File: config.mk
export PLATFORM = sky130hd
export DESIGN_NAME = fsm_xy_encoder_flat
export DESIGN_NICKNAME = d
export VERILOG_FILES = /design/src/rtl/fsm_xy_encoder_if.sv /design/src/rtl/fsm_xy_encoder.sv /design/src/flat_wrapper.sv
export SDC_FILE = /design/constraint.sdc
export NUM_CORES = 1
export LEC_CHECK = 0
export CAP_MARGIN = 0
export CORE_ASPECT_RATIO = 0.6
export CORE_MARGIN = 3
export CORE_UTILIZATION = 40
export DETAILED_ROUTE_END_ITERATION = 12
export HOLD_SLACK_MARGIN = 0.15
export PLACE_DENSITY = 0.7
export SKIP_LAST_GASP = 1
export SLEW_MARGIN = 20
export SYNTH_ARGS = -nofsm -noshare
export SYNTH_HDL_FRONTEND = slang
export SYNTH_SLANG_ARGS = --single-unit
File: constraint.sdc
create_clock -name clk -period 1.4 [get_ports clk]
set_input_delay 0.14 -clock clk [delete_from_list [all_inputs] [get_ports clk]]
set_output_delay 0.14 -clock clk [all_outputs]
set_load 0.01 [all_outputs]
File: src/rtl/fsm_xy_encoder_if.sv
// Word handshake between a data source and fsm_xy_encoder.
// The source drives din/din_valid; the encoder returns din_ready.
interface fsm_xy_encoder_if #(
    parameter int unsigned WIDTH = 8
);
    logic [WIDTH-1:0] din;
    logic             din_valid;
    logic             din_ready;

    modport master (
        output din,
        output din_valid,
        input  din_ready
    );

    modport slave (
        input  din,
        input  din_valid,
        output din_ready
    );
endinterface

File: src/rtl/fsm_xy_encoder.sv
// Serialises words MSB first into x/y move pulses that make the downstream four-state FSM's z reproduce each bit.
// Optional z_fb checker with sticky err is built when FSM_ENC_CHECK_EN is defined.
module fsm_xy_encoder #(
    parameter int unsigned WIDTH = 8,
    parameter int unsigned GAP   = 0
) (
    input  logic              clk,
    input  logic              rst,
    fsm_xy_encoder_if.slave   in_if,
    output logic              x,
    output logic              y,
    output logic              busy,
    input  logic              z_fb
`ifdef FSM_ENC_CHECK_EN
    ,
    output logic              err
`endif
);

    localparam int unsigned CW       = $clog2(WIDTH + 1);
    localparam int unsigned GW       = (GAP > 1) ? $clog2(GAP) : 1;
    localparam int unsigned GAP_LAST = (GAP > 0) ? GAP - 1 : 0;

    localparam logic [3:0] S0 = 4'b0001;
    localparam logic [3:0] S1 = 4'b0010;
    localparam logic [3:0] S2 = 4'b0100;
    localparam logic [3:0] S3 = 4'b1000;

    typedef enum logic [1:0] {
        IDLE,
        SEND,
        GAPW
    } state_t;

    state_t           state_q, state_d;
    logic             x_q, x_d;
    logic             y_q, y_d;
    logic             busy_q, busy_d;
    logic [3:0]       shadow_q, shadow_d;
    logic [WIDTH-1:0] shift_q, shift_d;
    logic [CW-1:0]    cnt_q, cnt_d;
    logic [GW-1:0]    gap_q, gap_d;
    logic             do_send;
    logic             bit_val;

    // Returns {x, y, next shadow}; an illegal shadow encodes like S0 and recovers to S0.
    function automatic logic [5:0] enc(input logic [3:0] s, input logic b);
        logic [5:0] r;
        case (s)
            S0:      r = b ? {2'b01, S3} : {2'b10, S2};
            S1:      r = b ? {2'b10, S2} : {2'b01, S3};
            S2:      r = b ? {2'b01, S3} : {2'b10, S1};
            S3:      r = b ? {2'b10, S1} : {2'b01, S2};
            default: r = b ? {2'b01, S0} : {2'b10, S0};
        endcase
        return r;
    endfunction

    assign in_if.din_ready = (state_q == IDLE) && !rst;

    // Controller next state; the move for a bit is registered in the same edge that enters SEND.
    always_comb begin
        state_d  = state_q;
        x_d      = 1'b0;
        y_d      = 1'b0;
        busy_d   = 1'b0;
        shadow_d = shadow_q;
        shift_d  = shift_q;
        cnt_d    = cnt_q;
        gap_d    = gap_q;
        do_send  = 1'b0;
        bit_val  = 1'b0;

        case (state_q)
            IDLE: begin
                if (in_if.din_valid) begin
                    do_send = 1'b1;
                    bit_val = in_if.din[WIDTH-1];
                    shift_d = in_if.din << 1;
                    cnt_d   = CW'(1);
                    state_d = SEND;
                end
            end
            SEND: begin
                if (cnt_q == CW'(WIDTH)) begin
                    state_d = IDLE;
                end else if (GAP == 0) begin
                    do_send = 1'b1;
                    bit_val = shift_q[WIDTH-1];
                    shift_d = shift_q << 1;
                    cnt_d   = cnt_q + CW'(1);
                end else begin
                    state_d = GAPW;
                    gap_d   = '0;
                    busy_d  = 1'b1;
                end
            end
            GAPW: begin
                busy_d = 1'b1;
                if (gap_q == GW'(GAP_LAST)) begin
                    do_send = 1'b1;
                    bit_val = shift_q[WIDTH-1];
                    shift_d = shift_q << 1;
                    cnt_d   = cnt_q + CW'(1);
                    state_d = SEND;
                end else begin
                    gap_d = gap_q + GW'(1);
                end
            end
            default: state_d = IDLE;
        endcase

        if (do_send) begin
            {x_d, y_d, shadow_d} = enc(shadow_q, bit_val);
            busy_d = 1'b1;
        end
    end

    always_ff @(posedge clk) begin
        if (rst) begin
            state_q  <= IDLE;
            x_q      <= 1'b0;
            y_q      <= 1'b0;
            busy_q   <= 1'b0;
            shadow_q <= S0;
            shift_q  <= '0;
            cnt_q    <= '0;
            gap_q    <= '0;
        end else begin
            state_q  <= state_d;
            x_q      <= x_d;
            y_q      <= y_d;
            busy_q   <= busy_d;
            shadow_q <= shadow_d;
            shift_q  <= shift_d;
            cnt_q    <= cnt_d;
            gap_q    <= gap_d;
        end
    end

    assign x    = x_q;
    assign y    = y_q;
    assign busy = busy_q;

`ifdef FSM_ENC_CHECK_EN
    logic exp1_q, chk1_q, exp2_q, chk2_q, err_q;

    // Expected bit rides with its move, then waits one more cycle for the downstream z.
    always_ff @(posedge clk) begin
        if (rst) begin
            exp1_q <= 1'b0;
            chk1_q <= 1'b0;
            exp2_q <= 1'b0;
            chk2_q <= 1'b0;
            err_q  <= 1'b0;
        end else begin
            exp1_q <= bit_val;
            chk1_q <= do_send;
            exp2_q <= exp1_q;
            chk2_q <= chk1_q;
            if (chk2_q && (z_fb != exp2_q)) begin
                err_q <= 1'b1;
            end
        end
    end

    assign err = err_q;
`else
    logic unused_z_fb;
    assign unused_z_fb = z_fb;
`endif

endmodule

File: src/flat_wrapper.sv
// flat-port wrapper written by rule: the top's interface ports become plain ports
module fsm_xy_encoder_flat 
#(
    parameter int unsigned WIDTH = 8,
    parameter int unsigned GAP   = 0
)
  (clk, rst, x, y, busy, z_fb, in_if_din, in_if_din_valid, in_if_din_ready);
  fsm_xy_encoder_if #(.WIDTH(WIDTH)) in_if_i ();
  input  logic clk;
  input  logic rst;
  output logic x;
  output logic y;
  output logic busy;
  input  logic z_fb;
  input wire logic [$bits(in_if_i.din)-1:0] in_if_din;
  input wire logic [$bits(in_if_i.din_valid)-1:0] in_if_din_valid;
  output wire logic [$bits(in_if_i.din_ready)-1:0] in_if_din_ready;
  assign in_if_i.din = in_if_din;
  assign in_if_i.din_valid = in_if_din_valid;
  assign in_if_din_ready = in_if_i.din_ready;
  fsm_xy_encoder #(.WIDTH(WIDTH), .GAP(GAP)) u_core (.clk(clk), .rst(rst), .in_if(in_if_i), .x(x), .y(y), .busy(busy), .z_fb(z_fb));
endmodule
==> results.yml <==
yosys:
  synth_top_area_share: 0.381
  async_reset_ff_frac: 0
  dominantRegCellSynth: "dfxtp_1"
  synth_seq_cells: 19
  syn_area_um2: 998
  synthTopCellsByArea: "dfxtp_1, mux2i_1, nor2_1"
  yosysTopAreaCell: "dfxtp_1"
  synth_warnings: 0
  syn-mean-instance-area_um2: 9.33
  synth-edff-count: 0
  synth_nets: 121
  yosysSeqAreaShare: 0.381
  syn_inst: 107
  synth_cell_types: 34
routing:
  routed_wl_mm: 2.28
  dr.pass1.iters: 4
  num_vias: 853
  wl_per_cell_um: 13.6
  drt_iter0_markers: 35
  ant_nets: 0
  vias_per_cell: 5.08
  drcViolationCount: 0
power:
  clkPwrFrac: 0.253
  pwr-share-seq: 0.418
  sw_frac_of_total: 0.303
  power_switching_uw: 464
  p_per_area_nw_per_um2: 1110
  ir_drop_mv: 0.726
  internal_power_uw: 1070
  comb_power_share: 0.329
  p_leak_uw: 0.000557
worst_setup_path:
  crit_path_max_fanout: 4
  worstSetupPathType: "register to register"
  end_kind: "register"
  cp.arrival_ps: 1560
  cp.required_ps: 1560
  r2r_start: "u_core.cnt_q[1]"
  worstReg2RegEnd: "u_core.y"
  r2r_slack_ps: 2
  r2r_cells: 6
  startpoint_type: "register"
timing:
  fmax_mhz: 715
  slew_violations: 0
  clock_skew_ps: 1.04
  finalSetupTns_ps: 0
  fin_crit_sh: 0.998
  setup_ws_ps: 2.28
  hold_viol_final: 0
  final.min_clock_period_ps: 1400
  rsz0062_at_grt: "yes"
  tightestPinTransition_ps: 345
  max_slew_margin: 0.769
  finalSetupViolCount: 0
clock_network:
  tritoncts: "yes"
  clock_latency_ps: 260
  cts_max_level: 1
  clk_pin_slew_ps: 70
  clockRootBuffer: "clkbuf_8"
  postCtsHoldBufs: 0
  cts_buffer_depth: 2
  clock-sinks: 19
  cts_inserted_buffers: 3
placed_design:
  dp_hpwl_mm: 1.67
  portBuffers: 14
  place_congestion: 0.848
  post-place-ws_ps: -74.7
worst_hold_path:
  hp-start: "in_if_din[0]"
  worstHoldPathType: "primary input to register"
  hold_end: "u_core.shift_q[1]"
  holdPathStages: 3
outcome:
  status: "finished, final reports clean"
grt:
  grt_pass1_vias: 777
  grt_overflow: 0
  track_usage: 0.160
  grt_pass1_wl_mm: 3.66
  grt_max_degree: 15
  grt_antenna_before_repair: 0
floorplan:
  coreArea_um2: 2260
  die_width_um: 70.5
  dieArea_um2: 3150
  num_io_pins: 16
  start_util: 0.442
  chipHeight_um: 44.7
  fp-row-count: 13
cells_and_area:
  drive_gt1_frac: 0.312
  layout_commonest_cell: "buf_4"
  num_antenna_cells: 0
  area_growth_pct: 38.6
  final_cell_mix: "buf_4, dfxtp_1, nor2_1, clkdlybuf4s50_1, mux2i_1"
  fin_nets: 153
flow_run:
  cap_violations: 0
[worst max-delay path by stage]
stage	slack (ps)	to	startpoint
2_1_floorplan	20	u_core.y	u_core.cnt_q[1]
3_3_place_gp	-70	u_core.y	in_if_din_valid
6_report	2	u_core.y	u_core.cnt_q[1]
5_1_grt	-50	u_core.y	u_core.cnt_q[1]
4_1_cts	-7	u_core.y	u_core.cnt_q[1]
3_5_place_dp	-70	u_core.y	in_if_din_valid
[metrics by stage]
step	power, uW	hold slack [ps]	instances	cell area [um^2]	utilization
3_3_place_gp	1110	473	162	1270	0.564
4_1_cts	1520	421	167	1340	0.593
2_1_floorplan	974	205	107	1000	-
5_1_grt	1630	425	168	1380	0.612
6_report	1530	424	168	1380	0.612
3_5_place_dp	1130	493	162	1270	0.564
[cell type report]
type | instances | area, um^2
Clock inverter | 1 | 5.00
Clock buffer | 3 | 41.3
Fill cell | 187 | 877
Inverter | 2 | 7.51
Tap cell | 30 | 37.5
Multi-Input combinational cell | 78 | 601
Timing Repair Buffer | 35 | 309
Sequential cell | 19 | 383
[power by group through the flow]
stage | combinational, uW | sequential [uW] | clock, uW
final | 503 | 641 | 387
after global routing | 557 | 646 | 424
after CTS | 485 | 639 | 392
after detailed placement | 477 | 650 | 0
after global placement | 462 | 646 | 0
after floorplan | 346 | 628 | 0
[cell usage after synthesis (2+ instances only)]
| cell | instances |
|---|---|
| a211oi_1 | 6 |
| a21oi_1 | 3 |
| buf_2 | 3 |
| buf_6 | 3 |
| dfxtp_1 | 19 |
| ha_1 | 2 |
| inv_1 | 2 |
| mux2i_1 | 10 |
| nand2_1 | 3 |
| nand3_1 | 3 |
| nand3b_1 | 2 |
| nor2_1 | 15 |
| nor2b_1 | 2 |
| nor3_1 | 7 |
| o21ai_1 | 2 |
| o21bai_1 | 2 |
| o2bb2ai_1 | 2 |
| xnor2_1 | 4 |
| xor2_1 | 2 |
[logic make-up (layout without fill, tap and decap cells)]
group | Yosys count | after routing | synth area share
DFF | 19 | 19 | 0.381
and+or+nand+nor | 40 | 40 | 0.224
buffers and inverters | 10 | 41 | 0.0652
muxes | 10 | 10 | 0.100
adders and majority gates | 2 | 2 | 0.0251
xor gates and xnor gates | 6 | 6 | 0.0526
AOI/OAI and AO/OA | 20 | 20 | 0.152
[critical path: stages (launching register included)]
cell	delay, ps
dfxtp_2	330
inv_2	70
ha_4	130
nand3b_1	120
a32o_2	320
xor2_2	160
and2_1	170
[registers in the layout, summed over array words and instances (netlist names)]
name / flops
u_core.busy: 1
u_core.cnt_q: 4
u_core.shadow_q: 4
u_core.shift_q: 7
u_core.state_q: 1
u_core.x: 1
u_core.y: 1
[repair_timing]
action                                  in CTS  in global routing
endpoints found under the setup margin       8                 13
buffers inserted                             1                  2
resized for setup                            6                  7
pin swaps                                    3                  7
[metal layers]
layer	vias to the layer above	routed length, um	GRT usage
met5	-	0	0
met2	19	979	0.234
met1	385	1110	0.199
met4	0	86	0.111
li1	441	-	-
met3	8	105	0.0556
No activity file was read; power rests on OpenSTA's default activity.
